--- src/rtl/rv32i_types.sv ---
// Shared RV32I types used by the memory-access stage.
// Holds the opcode encoding, the control word carried down the pipeline,
// the load/store funct3 encodings and the MA-stage FSM state type.
package rv32i_types;

  typedef enum logic [6:0] {
    op_lui   = 7'b0110111,
    op_auipc = 7'b0010111,
    op_jal   = 7'b1101111,
    op_jalr  = 7'b1100111,
    op_br    = 7'b1100011,
    op_load  = 7'b0000011,
    op_store = 7'b0100011,
    op_imm   = 7'b0010011,
    op_reg   = 7'b0110011,
    op_csr   = 7'b1110011
  } rv32i_opcode;

  typedef enum logic [2:0] {
    lb  = 3'b000,
    lh  = 3'b001,
    lw  = 3'b010,
    lbu = 3'b100,
    lhu = 3'b101
  } load_funct3_t;

  typedef enum logic [2:0] {
    sb = 3'b000,
    sh = 3'b001,
    sw = 3'b010
  } store_funct3_t;

  typedef enum logic [1:0] {
    IDLE = 2'd0,
    BUSY = 2'd1,
    HOLD = 2'd2
  } ma_state_t;

  typedef struct packed {
    rv32i_opcode opcode;
    logic [2:0]  funct3;
    logic        load_regfile;
    logic [4:0]  rd;
  } rv32i_control_word;

endpackage

--- src/rtl/memory_access_stage_load_align.sv ---
// Load alignment for the MA stage.
// Shifts the 32-bit memory word down by the byte offset of the access and
// sign- or zero-extends the selected byte/halfword according to funct3.
// Ports:
//   rdata_i   32-bit word returned by data memory
//   offset_i  alu_out[1:0], byte offset within the word
//   funct3_i  load funct3 (lb/lh/lw/lbu/lhu)
//   data_o    aligned, extended load result
module load_align
  import rv32i_types::*;
(
  input  logic [31:0] rdata_i,
  input  logic [1:0]  offset_i,
  input  logic [2:0]  funct3_i,
  output logic [31:0] data_o
);

  logic [31:0] shifted;

  assign shifted = rdata_i >> {offset_i, 3'b000};

  always_comb begin
    data_o = shifted;
    case (load_funct3_t'(funct3_i))
      lb:      data_o = {{24{shifted[7]}}, shifted[7:0]};
      lbu:     data_o = {24'h0, shifted[7:0]};
      lh:      data_o = {{16{shifted[15]}}, shifted[15:0]};
      lhu:     data_o = {16'h0, shifted[15:0]};
      default: data_o = shifted;
    endcase
  end

endmodule

--- src/rtl/memory_access_stage.sv ---
// MA pipeline stage.
// Takes the EX/MA register contents, issues a single read or write on the
// data-memory handshake, stalls upstream until the access completes, and
// registers the result into the MA/WB register.
// Ports:
//   clk, rst                  clock, asynchronous active-high reset
//   ctrl_word_in .. br_en_in  EX/MA register contents
//   IF_stall                  fetch-side freeze of the whole pipeline
//   data_mem_*                data-memory request / response handshake
//   MA_stall                  upstream freeze request
//   *_out                     MA/WB register copies
//   stall_cycles              saturating count of cycles with MA_stall high
module memory_access_stage
  import rv32i_types::*;
#(
  parameter int CNT_W = 32
) (
  input  logic              clk,
  input  logic              rst,
  input  rv32i_control_word ctrl_word_in,
  input  logic [31:0]       instruction_in,
  input  logic [31:0]       PC_in,
  input  logic [31:0]       alu_out_in,
  input  logic [31:0]       rs2_in,
  input  logic              br_en_in,
  input  logic [3:0]        mem_byte_enable_in,
  input  logic              IF_stall,
  input  logic              data_mem_resp,
  input  logic [31:0]       data_mem_rdata,
  output logic              data_mem_read,
  output logic              data_mem_write,
  output logic [31:0]       data_mem_address,
  output logic [31:0]       data_mem_wdata,
  output logic [3:0]        data_mem_mbe,
  output logic              MA_stall,
  output rv32i_control_word ctrl_word_out,
  output logic [31:0]       instruction_out,
  output logic [31:0]       PC_out,
  output logic [31:0]       alu_out_out,
  output logic [31:0]       mem_rdata_out,
  output logic              br_en_out,
  output logic [CNT_W-1:0]  stall_cycles
);

  ma_state_t         state_q, state_d;
  logic              is_load, is_store, memop, advance;
  logic              stall_d, read_d, write_d;
  logic [31:0]       load_word, rdata_d;
  logic [31:0]       hold_q;
  rv32i_control_word ctrl_q;
  logic [31:0]       instr_q, pc_q, alu_q, rdata_q;
  logic              br_q;
  logic [CNT_W-1:0]  cnt_q, cnt_d;

  assign is_load  = (ctrl_word_in.opcode == op_load);
  assign is_store = (ctrl_word_in.opcode == op_store);
  assign memop    = is_load || is_store;

  load_align u_load_align (
    .rdata_i  (data_mem_rdata),
    .offset_i (alu_out_in[1:0]),
    .funct3_i (instruction_in[14:12]),
    .data_o   (load_word)
  );

  // The request is only raised from BUSY, so IDLE spends one cycle stalling
  // before the access; HOLD keeps the completed load while fetch is frozen.
  always_comb begin
    state_d = state_q;
    stall_d = 1'b0;
    read_d  = 1'b0;
    write_d = 1'b0;
    case (state_q)
      IDLE: begin
        if (memop) begin
          state_d = BUSY;
          stall_d = 1'b1;
        end
      end
      BUSY: begin
        read_d  = is_load;
        write_d = is_store;
        stall_d = !data_mem_resp;
        if (data_mem_resp) state_d = IF_stall ? HOLD : IDLE;
      end
      HOLD: begin
        if (!IF_stall) state_d = IDLE;
      end
      default: state_d = IDLE;
    endcase
    // Requests and the stall must drop the instant reset is asserted.
    if (rst) begin
      stall_d = 1'b0;
      read_d  = 1'b0;
      write_d = 1'b0;
    end
  end

  assign MA_stall       = stall_d;
  assign data_mem_read  = read_d;
  assign data_mem_write = write_d;
  assign advance        = !stall_d && !IF_stall;

  assign data_mem_address = {alu_out_in[31:2], 2'b00};
  assign data_mem_wdata   = rs2_in << {alu_out_in[1:0], 3'b000};
  assign data_mem_mbe     = is_store ? mem_byte_enable_in : 4'b1111;

  // A load leaving from HOLD uses the captured word; memory may have moved on.
  always_comb begin
    rdata_d = '0;
    if (is_load) rdata_d = (state_q == HOLD) ? hold_q : load_word;
  end

  always_comb begin
    cnt_d = cnt_q;
    if (stall_d && (cnt_q != '1)) cnt_d = cnt_q + CNT_W'(1);
  end

  always_ff @(posedge clk or posedge rst) begin
    if (rst) begin
      state_q <= IDLE;
      hold_q  <= '0;
      cnt_q   <= '0;
    end else begin
      state_q <= state_d;
      cnt_q   <= cnt_d;
      if ((state_q == BUSY) && data_mem_resp && IF_stall) hold_q <= load_word;
    end
  end

  // MA/WB pipeline register
  always_ff @(posedge clk or posedge rst) begin
    if (rst) begin
      ctrl_q  <= '0;
      instr_q <= '0;
      pc_q    <= '0;
      alu_q   <= '0;
      rdata_q <= '0;
      br_q    <= 1'b0;
    end else if (advance) begin
      ctrl_q  <= ctrl_word_in;
      instr_q <= instruction_in;
      pc_q    <= PC_in;
      alu_q   <= alu_out_in;
      rdata_q <= rdata_d;
      br_q    <= br_en_in;
    end
  end

  assign ctrl_word_out   = ctrl_q;
  assign instruction_out = instr_q;
  assign PC_out          = pc_q;
  assign alu_out_out     = alu_q;
  assign mem_rdata_out   = rdata_q;
  assign br_en_out       = br_q;
  assign stall_cycles    = cnt_q;

endmodule
--- config.mk ---
export PLATFORM = sky130hd
export DESIGN_NAME = memory_access_stage
export DESIGN_NICKNAME = d
export VERILOG_FILES = /design/src/rtl/rv32i_types.sv /design/src/rtl/memory_access_stage_load_align.sv /design/src/rtl/memory_access_stage.sv
export SDC_FILE = /design/constraint.sdc
export NUM_CORES = 1
export LEC_CHECK = 0
export ABC_AREA = 1
export CORE_AREA = 4 4 168 170
export CTS_CLUSTER_SIZE = 28
export DETAILED_ROUTE_END_ITERATION = 12
export DIE_AREA = 0 0 172 174
export HOLD_SLACK_MARGIN = 0.08
export PLACE_DENSITY = 0.84
export REMOVE_ABC_BUFFERS = 1
export SKIP_LAST_GASP = 1
export SLEW_MARGIN = 20
export SYNTH_ARGS = -nofsm -noshare
export SYNTH_HDL_FRONTEND = slang
export SYNTH_HIERARCHICAL = 1
export SYNTH_SLANG_ARGS = --single-unit
--- constraint.sdc ---
create_clock -name clk -period 14.8 [get_ports clk]
set_input_delay 2.22 -clock clk [delete_from_list [all_inputs] [get_ports clk]]
set_output_delay 2.22 -clock clk [all_outputs]
set_load 0.01 [all_outputs]
**Word level (Yosys, flattened, before mapping)**

Index checks and enable logic that the tools add are counted.

- $add $sub $neg: 1
- Eq/ne operators: 11
- Shift operators: 2
- Mux-type cells: 16
- Reduce and logical (&&, ||, !) cells: 11

Operators by type and width:

| kind | count |
|---|---|
| $pmux W32 S4 | 1 |
| $mux W32 | 2 |
| $add A32 B1 Y32 const B | 1 |
| $ne A32 B32 Y1 const B | 1 |
| $shl A32 B5 Y32 | 1 |
| $shr A32 B5 Y32 | 1 |
| $mux W2 | 4 |
| $eq A7 B2 Y1 const B | 1 |
| $eq A7 B6 Y1 const B | 1 |
| $eq A3 B3 Y1 const B | 2 |
| $mux W1 | 6 |
| $ne A2 B2 Y1 const B | 3 |
| $pmux W2 S3 | 1 |
| $logic_and A1 B1 Y1 | 4 |
| $mux W4 | 1 |
| $eq A3 B1 Y1 const B | 1 |
| $logic_not A1 Y1 | 3 |
| $logic_not A3 Y1 | 1 |
| $reduce_and A3 Y1 | 1 |
| $eq A2 B1 Y1 const B | 1 |
| $eq A2 B2 Y1 const B | 1 |
| $logic_not A2 Y1 | 1 |
| $pmux W1 S2 | 1 |
| $logic_or A1 B1 Y1 | 1 |

- Register bits: 211
- Word-level logic and storage cells: 53

**Depth between registers and ports, before layout**

Gate-level depths: netlist of run 1.

- Depth in word-level cells: 7
- Gate-level depth with buffers: 13
- Gate-level depth less buffers: 10

**Cells and area by module**

Netlist of run 1, hierarchy kept.

Modules (own cells, without submodules):

| module | instances | cells each | area an instance (sq um) | seq. area each (sq um) |
|---|---|---|---|---|
| memory_access_stage | 1 | 1354 | 10470.0 | 5280.1 |
| load_align | 1 | 165 | 810.8 | 0.0 |

**Least setup slack after synthesis of run 1**

No wires, ideal clock.

- Path kind: in2out
- From: input port rst
- To: output port data_mem_read
- Arrival: 7.263 ns
- Slack: 5.317 ns
- Cell stages on the path: 3
- Path buffers: 0
- Cell sequence: inv_1 -> nand2_1 -> nor2_1

- Longest elaborated chain between the ends: 1

Ends and longest elaborated chain:

| what | line | RTL |
|---|---|---|
| start, declared | memory_access_stage.sv:19 | `input logic rst,` |
| $mux W1 | memory_access_stage.sv:92 | `if (rst) begin` |
| end, declared | memory_access_stage.sv:30 | `output logic data_mem_read,` |

Every way passes these cells.

**Worst setup path after layout of run 1**

- From: input port alu_out_in[0]
- To: output port data_mem_wdata[31]

- Longest elaborated chain between the ends: 1

Ends and longest elaborated chain:

| what | line | RTL |
|---|---|---|
| start, declared | memory_access_stage.sv:23 | `input logic [31:0] alu_out_in,` |
| $shl A32 B5 Y32 | memory_access_stage.sv:105 | `assign data_mem_wdata = rs2_in << {alu_out_in[1:0], 3'b000};` |
| end, declared | memory_access_stage.sv:33 | `output logic [31:0] data_mem_wdata,` |

Every way passes these cells.

==> results of run 1 <==
## worst min path at each step
stage	from	to	slack (ns)	cells after the start
global placement	alu_out_out[16]	alu_out_out[16]	0.45	2
global route	PC_out[12]	PC_out[12]	0.48	2
floorplan	hold_q[0]	hold_q[0]	0.45	2
CTS	PC_out[21]	PC_out[21]	0.47	2
finish	alu_out_out[4]	alu_out_out[4]	0.47	2
detailed placement	instruction_out[23]	instruction_out[23]	0.46	2
## cell families (layout without fill, tap and decap cells)
kind of cell / count (synthesis) / count (layout) / share of synthesized area [%]
AO/OA/AOI/OAI: 179 / 179 / 8.12
XOR/XNOR: 15 / 15 / 1.16
adder cells (fa/ha/maj): 1 / 1 / 0.111
buffers and inverters: 207 / 565 / 9.74
flip-flops: 211 / 211 / 46.8
multiplexers: 6 / 6 / 0.532
other: 1 / 2 / 0.0332
AND/OR/NAND/NOR: 899 / 899 / 33.5
## cell type report
cell class,count,area (sq um),share of cell area (%)
timing repair buffer,438,4350,27.1
multi-input combinational,1102,4930,30.7
tap,341,427,2.66
inverter,85,330,2.06
clock buffer,37,679,4.23
clock inverter,5,61.3,0.382
sequential,211,5280,32.9
## sequential cells by signal, indices dropped and copies added (netlist names)
| name | flops |
|---|---|
| PC_out | 32 |
| alu_out_out | 32 |
| br_en_out | 1 |
| ctrl_word_out | 16 |
| hold_q | 32 |
| instruction_out | 32 |
| mem_rdata_out | 32 |
| stall_cycles | 32 |
| state_q | 2 |
## metal layers
layer | vias up | wire length [um]
li1 | 5460 | -
met1 | 5268 | 13900
met2 | 470 | 18400
met3 | 86 | 2980
met4 | 0 | 1200
met5 | - | 0
## cell usage in the layout, fill, tap and decap left out, drive strengths merged
| cell type | Yosys | final |
|---|---|---|
| ha | 1 | 1 |
| conb | 1 | 2 |
| nand2 | 605 | 605 |
| or2 | 36 | 36 |
| nand3 | 160 | 160 |
| clkinv | 1 | 6 |
| o211ai | 1 | 1 |
| a22oi | 6 | 6 |
| o21ai | 131 | 131 |
| buf | 92 | 10 |
| nor2 | 92 | 92 |
| nand3b | 1 | 1 |
| inv | 84 | 83 |
| clkbuf | 30 | 37 |
| clkdlybuf4s50 | 0 | 428 |
| dfrtp | 211 | 211 |
| mux2i | 6 | 6 |
| bufinv | 0 | 1 |
| a21oi | 39 | 39 |
| xnor2 | 5 | 5 |
| nand4 | 4 | 4 |
| xor2 | 10 | 10 |
| o22ai | 2 | 2 |
| and2 | 1 | 1 |
## report_power, final
group | leakage [nW] | switching, mW | internal (mW) | total [mW]
Clock | 0.362 | 0.233 | 0.332 | 0.565
Combinational | 4.48 | 0.139 | 0.148 | 0.287
Sequential | 2.73 | 0.0234 | 0.618 | 0.641
Total | 7.58 | 0.395 | 1.10 | 1.49
## per-stage QoR
| step | instances | setup WS (ns) |
|---|---|---|
| 4_1_cts | 2219 | 7.85 |
| 2_1_floorplan | 1398 | 3.89 |
| 3_5_place_dp | 2177 | 7.86 |
| 6_report | 2219 | 7.85 |
| 3_3_place_gp | 2177 | 7.97 |
| 5_1_grt | 2219 | 7.63 |
## worst max-delay path, stage by stage
cell and delay, ns:
buf_2 0.08, buf_4 0.40, clkinv_1 0.78, o21ai_0 0.39
a21oi_1 0.08, a21oi_1 0.19, clkdlybuf4s50_1 0.56
==> metrics.csv, run 1 <==
stage;metric;value;unit
outcome;status;finished clean;
global_routing;grt_pass1_vias;11200;
placement;gp_congestion;0.901;
worst_setup_path;crit_path_end_kind;primary output;
global_routing;grt_pass1_wl;57300;um
cells_and_area;n_fill_cell;2292;
die;die_h;174;um
worst_setup_path;critical_path_peak_fanout;40;
power;power.density;92.9;nW/um^2
placement;placed_area;15300;sq um
die;num_rows;60;
yosys;yosysWarnings;6;
clocking;postCtsResizedCells;0;
yosys;syn_area_per_cell;7.43;sq um
worst_hold_path;hold_class;register to register;
sta;fmax;144;MHz
yosys;synthesis.instances;1519;
cells_and_area;nNetsFinal;2048;
clocking;cts_inserted_buffers;24;
die;core;26700;sq um
sta;finalCritPeriodShare;46.9;%
worst_setup_path;crit_end;data_mem_wdata[31];
cells_and_area;antenna_cells;0;
global_routing;grt-busiest-layer;met2;
yosys;ys_seq_area_share;46.8;%
clocking;clk_latency;0.52;ns
clocking;root_buffer;clkbuf_16;
route;wl;36500;um
global_routing;grt_overflow_total;0;
worst_setup_path;worstSetupStartpointType;input pin;
yosys;yosysTopAreaCell;dfrtp_1;
worst_setup_path;ff2ff_setup_slack;11.46;ns
route;firstDrtPassIters;5;
worst_setup_path;r2r-start;state_q[0];
yosys;synth.top_cells.by_area;dfrtp_1 (47%), nand2_1 (20%), nand3_1 (6.8%), o21ai_0 (5.8%), nor2_1 (2.9%);
yosys;yosys-top-cells-count;nand2_1 (598), dfrtp_1 (211), nand3_1 (153);
global_routing;antenna_found_initial;0;
global_routing;met2_usage;41.5;%
worst_setup_path;worstSetupStartpoint;alu_out_in[0];
sta;rsz0062_at_grt;false;
global_routing;met3_usage;5.07;%
sta;setup_violations;0;
route;via_per_inst;5.09;
clocking;clk_pin_slew;0.05;ns
global_routing;groute.layer.met1.usage;27.2;%
route;avgRoutedWirePerCell;16.4;um
die;die_area;29900;sq um
run;cap_violations;0;
power;p_total;1.49;mW
yosys;synth_seq_cells;211;
cells_and_area;area_delta_synth_final;42.4;%
sta;clock_skew;0.0119;ns
sta;setup-tns-final;0;ns
die;start_util;42.2;%
worst_setup_path;reg2reg_to;alu_out_out[13];
die;io_pins;433;
cells_and_area;stdcell_area;16100;sq um
route;routed-via-count;11300;
power;peakVddDrop;67.8;uV
clocking;ctsHtreeMaxLevel;1;
sta;hold_violations;0;
yosys;synthFlopType;dfrtp_1;
route;drtIter0Drc;1000;
yosys;syn-cell-area;11300;sq um
placement;io_buffers;430;
clocking;clock_sinks;211;
route;postRouteAntennaNets;0;
placement;dp_hpwl;26000;um
die;die_w;172;um
clocking;cts_tree;yes;
cells_and_area;final_util;60.1;%
clocking;postCtsSetupBuffers;0;
clocking;cts_hold_buffers;0;
global_routing;grt_usage;23.1;%
power;p_leak;7.58;nW
cells_and_area;drive_gt1_share;4.10;%
sta;holdWs;0.467;ns
yosys;yosysMostFrequentCell;nand2_1;
sta;tightest_slew;1.08;ns
yosys;synth_edf_count;0;
worst_setup_path;path_class;input pin to primary output;
yosys;synth_top_area_share;46.8;%
route;drc;0;
worst_setup_path;cp.required;12.58;ns
sta;slew_headroom;27.7;%
worst_setup_path;worst-r2r-cell-count;9;
sta;slew_viol_final;0;
global_routing;grt_max_degree;181;
sta;finalCriticalPeriod;6.95;ns
yosys;synth_cell_types;36;
yosys;ys_async_sr_fraction;100;%
worst_setup_path;arrival;4.73;ns
clocking;clockBufferDepth;3;
No activity file was read; power rests on OpenSTA's default activity.
==> run 2, diff against run 1 <==
CORE_AREA = 4 4 169 171   (was 4 4 168 170)
DIE_AREA = 0 0 173 175   (was 0 0 172 174)
clock period = 7.01 ns   (was 14.8 ns; I/O delays follow)
==> metrics.csv, run 2 (synthesis gave the netlist of run 1 again) <==
stage;metric;value;unit;change
outcome;status;finished clean;;
worst_setup_path;path_class;input pin to primary output;;
clocking;postCtsResizedCells;0;;unchanged
cells_and_area;antenna_cells;0;;unchanged
sta;slew_viol_final;0;;unchanged
placement;placed_cells_incl_taps;2178;;+0.046%
die;die_w;173;um;+0.58%
global_routing;grt_usage;23.6;%;+0.46 points
worst_setup_path;arrival;2.99;ns;-1.74 ns
placement;gp_congestion;0.933;;+3.6%
sta;setup_violations;0;;unchanged
worst_setup_path;cp.required;5.96;ns;-6.62 ns
global_routing;grt_pass1_vias;11100;;-0.56%
sta;setup-tns-final;0;ns;unchanged
worst_setup_path;crit_family;buffers and inverters;;
cells_and_area;layout_commonest_cell;nand2_1;;
sta;finalCritPeriodShare;57.6;%;
clocking;postCtsSetupBuffers;0;;unchanged
placement;place_worst_setup_slack;2.96;ns;-4.90 ns
global_routing;met3_usage;5.24;%;+0.16 points
global_routing;grt_max_degree;181;;unchanged
placement;io_buffers;430;;unchanged
clocking;ctsHtreeMaxLevel;1;;unchanged
sta;fmax;248;MHz;
global_routing;groute.layer.met1.usage;28.1;%;+0.92 points
worst_setup_path;crit_chain;buf_2 -> clkinv_1 -> nand2_1 -> o21ai_0 -> a22oi_1 -> clkdlybuf4s50_1;;
power;p_leak;7.62;nW;+0.57%
sta;setup_ws;2.97;ns;-4.88 ns
route;postRouteAntennaNets;0;;unchanged
worst_setup_path;worstSetupStartpointType;input pin;;
worst_setup_path;critical_path_peak_fanout;37;;-7.5%
placement;placed_area;15300;sq um;about the same
sta;holdWs;0.467;ns;+0.000464 ns
cells_and_area;nNetsFinal;2050;;+0.098%
worst_hold_path;hold_class;register to register;;
cells_and_area;final_util;60.1;%;about the same
clocking;clk_latency;0.52;ns;about the same
clocking;root_buffer;clkbuf_16;;
die;core;26900;sq um;+0.56%
cells_and_area;stdcell_area;16200;sq um;+0.55%
worst_setup_path;crit_path_end_kind;primary output;;
global_routing;grt-busiest-layer;met2;;
power;p_total;3.22;mW;+120%
route;avgRoutedWirePerCell;17.0;um;+3.4%
clocking;cts_inserted_buffers;24;;unchanged
sta;slew_headroom;23.9;%;-3.8 points
die;start_util;42.0;%;-0.24 points
sta;finalCriticalPeriod;4.04;ns;
clocking;cts_hold_buffers;0;;unchanged
route;drtIter0Drc;814;;-19%
route;wl;37800;um;+3.5%
worst_setup_path;critPathMaxStageDelay;0.64;ns;-0.14 ns
cells_and_area;area_delta_synth_final;43.2;%;
cells_and_area;final_cells;2222;;+0.14%
run;cap_violations;0;;unchanged
die;io_pins;433;;unchanged
route;firstDrtPassIters;6;;+1
sta;rsz0062_at_grt;false;;
die;die_area;30300;sq um;+1.2%
global_routing;antenna_found_initial;1;;+1
global_routing;met2_usage;41.6;%;+0.16 points
placement;dp_hpwl;26600;um;+2.6%
clocking;cts_tree;yes;;
global_routing;grt_pass1_wl;59200;um;+3.3%
clocking;clock_sinks;211;;unchanged
global_routing;grt_overflow_total;0;;unchanged
sta;clock_skew;0.0153;ns;+0.00344 ns
clocking;clk_pin_slew;0.06;ns;about the same
route;routed-via-count;11300;;+0.37%
power;power.density;199;nW/um^2;+110%
route;drc;0;;unchanged
cells_and_area;layout_common_cells;nand2_1 (597), clkdlybuf4s50_1 (428), dfrtp_1 (211);;
cells_and_area;n_fill_cell;2301;;+0.39%
sta;tightest_slew;1.14;ns;+0.0572 ns
sta;hold_violations;0;;unchanged
worst_setup_path;critPathBufInv;3;;-1
die;die_h;175;um;+0.57%
route;via_per_inst;5.10;;+0.24%
clocking;clockBufferDepth;3;;unchanged
worst_setup_path;slowest_stage;clkinv_1;;
power;peakVddDrop;133;uV;+96%
die;num_rows;60;;unchanged
cells_and_area;drive_gt1_share;4.47;%;+0.37 points
[run 2: changes by cell type in the layout (fill, tap and decap cells not counted)]
cell and change:
nand2_4 +1, clkbuf_8 +3, nor2_4 -1, buf_16 +1, clkinvlp_4 +2, nor2_2 +1, buf_6 +1, nand2_2 -1
clkinv_8 -1, clkbuf_16 +1, clkbuf_1 -4
[run 2: where the power goes]
group	internal, mW	switching, mW	total (mW)
combinational	0.315	0.298	0.613
clock	0.751	0.499	1.25
sequential	1.30	0.0508	1.35
[run 2: tightest hold or removal path: stages, from the launching register on]
cell     delay [ns]
dfrtp_1        0.34
nand2_1        0.05
nand2_1        0.05
[run 2: final timing paths]
path | slack [ns] | endpoint | cells after the start | start
max | 2.97 | data_mem_wdata[28] | 6 | alu_out_in[0]
max reg2reg | 4.74 | mem_rdata_out[0] | 6 | state_q[1]
max in group asynchronous | 4.57 | alu_out_out[3] | 3 | rst
min | 0.47 | alu_out_out[29] | 2 | alu_out_out[29]
min reg2reg | 0.47 | alu_out_out[29] | 2 | alu_out_out[29]
min in group asynchronous | 1.08 | stall_cycles[24] | 2 | rst
[run 2: final cells by class]
type	count	area [sq um]	area share [%]
flip-flops and latches	211	5280	32.7
multi-input cells	1102	4930	30.5
clock buffers	37	731	4.52
repair buffers	440	4390	27.2
inverters	85	330	2.04
clock inverters	6	60.1	0.372
well taps	341	427	2.64
[run 2: routing by layer]
layer / share of wire [%] / wire length (um)
met4: 3.8 / 1440
met5: 0.024 / 9
met1: 39 / 14800
met3: 7.1 / 2690
met2: 50 / 18800
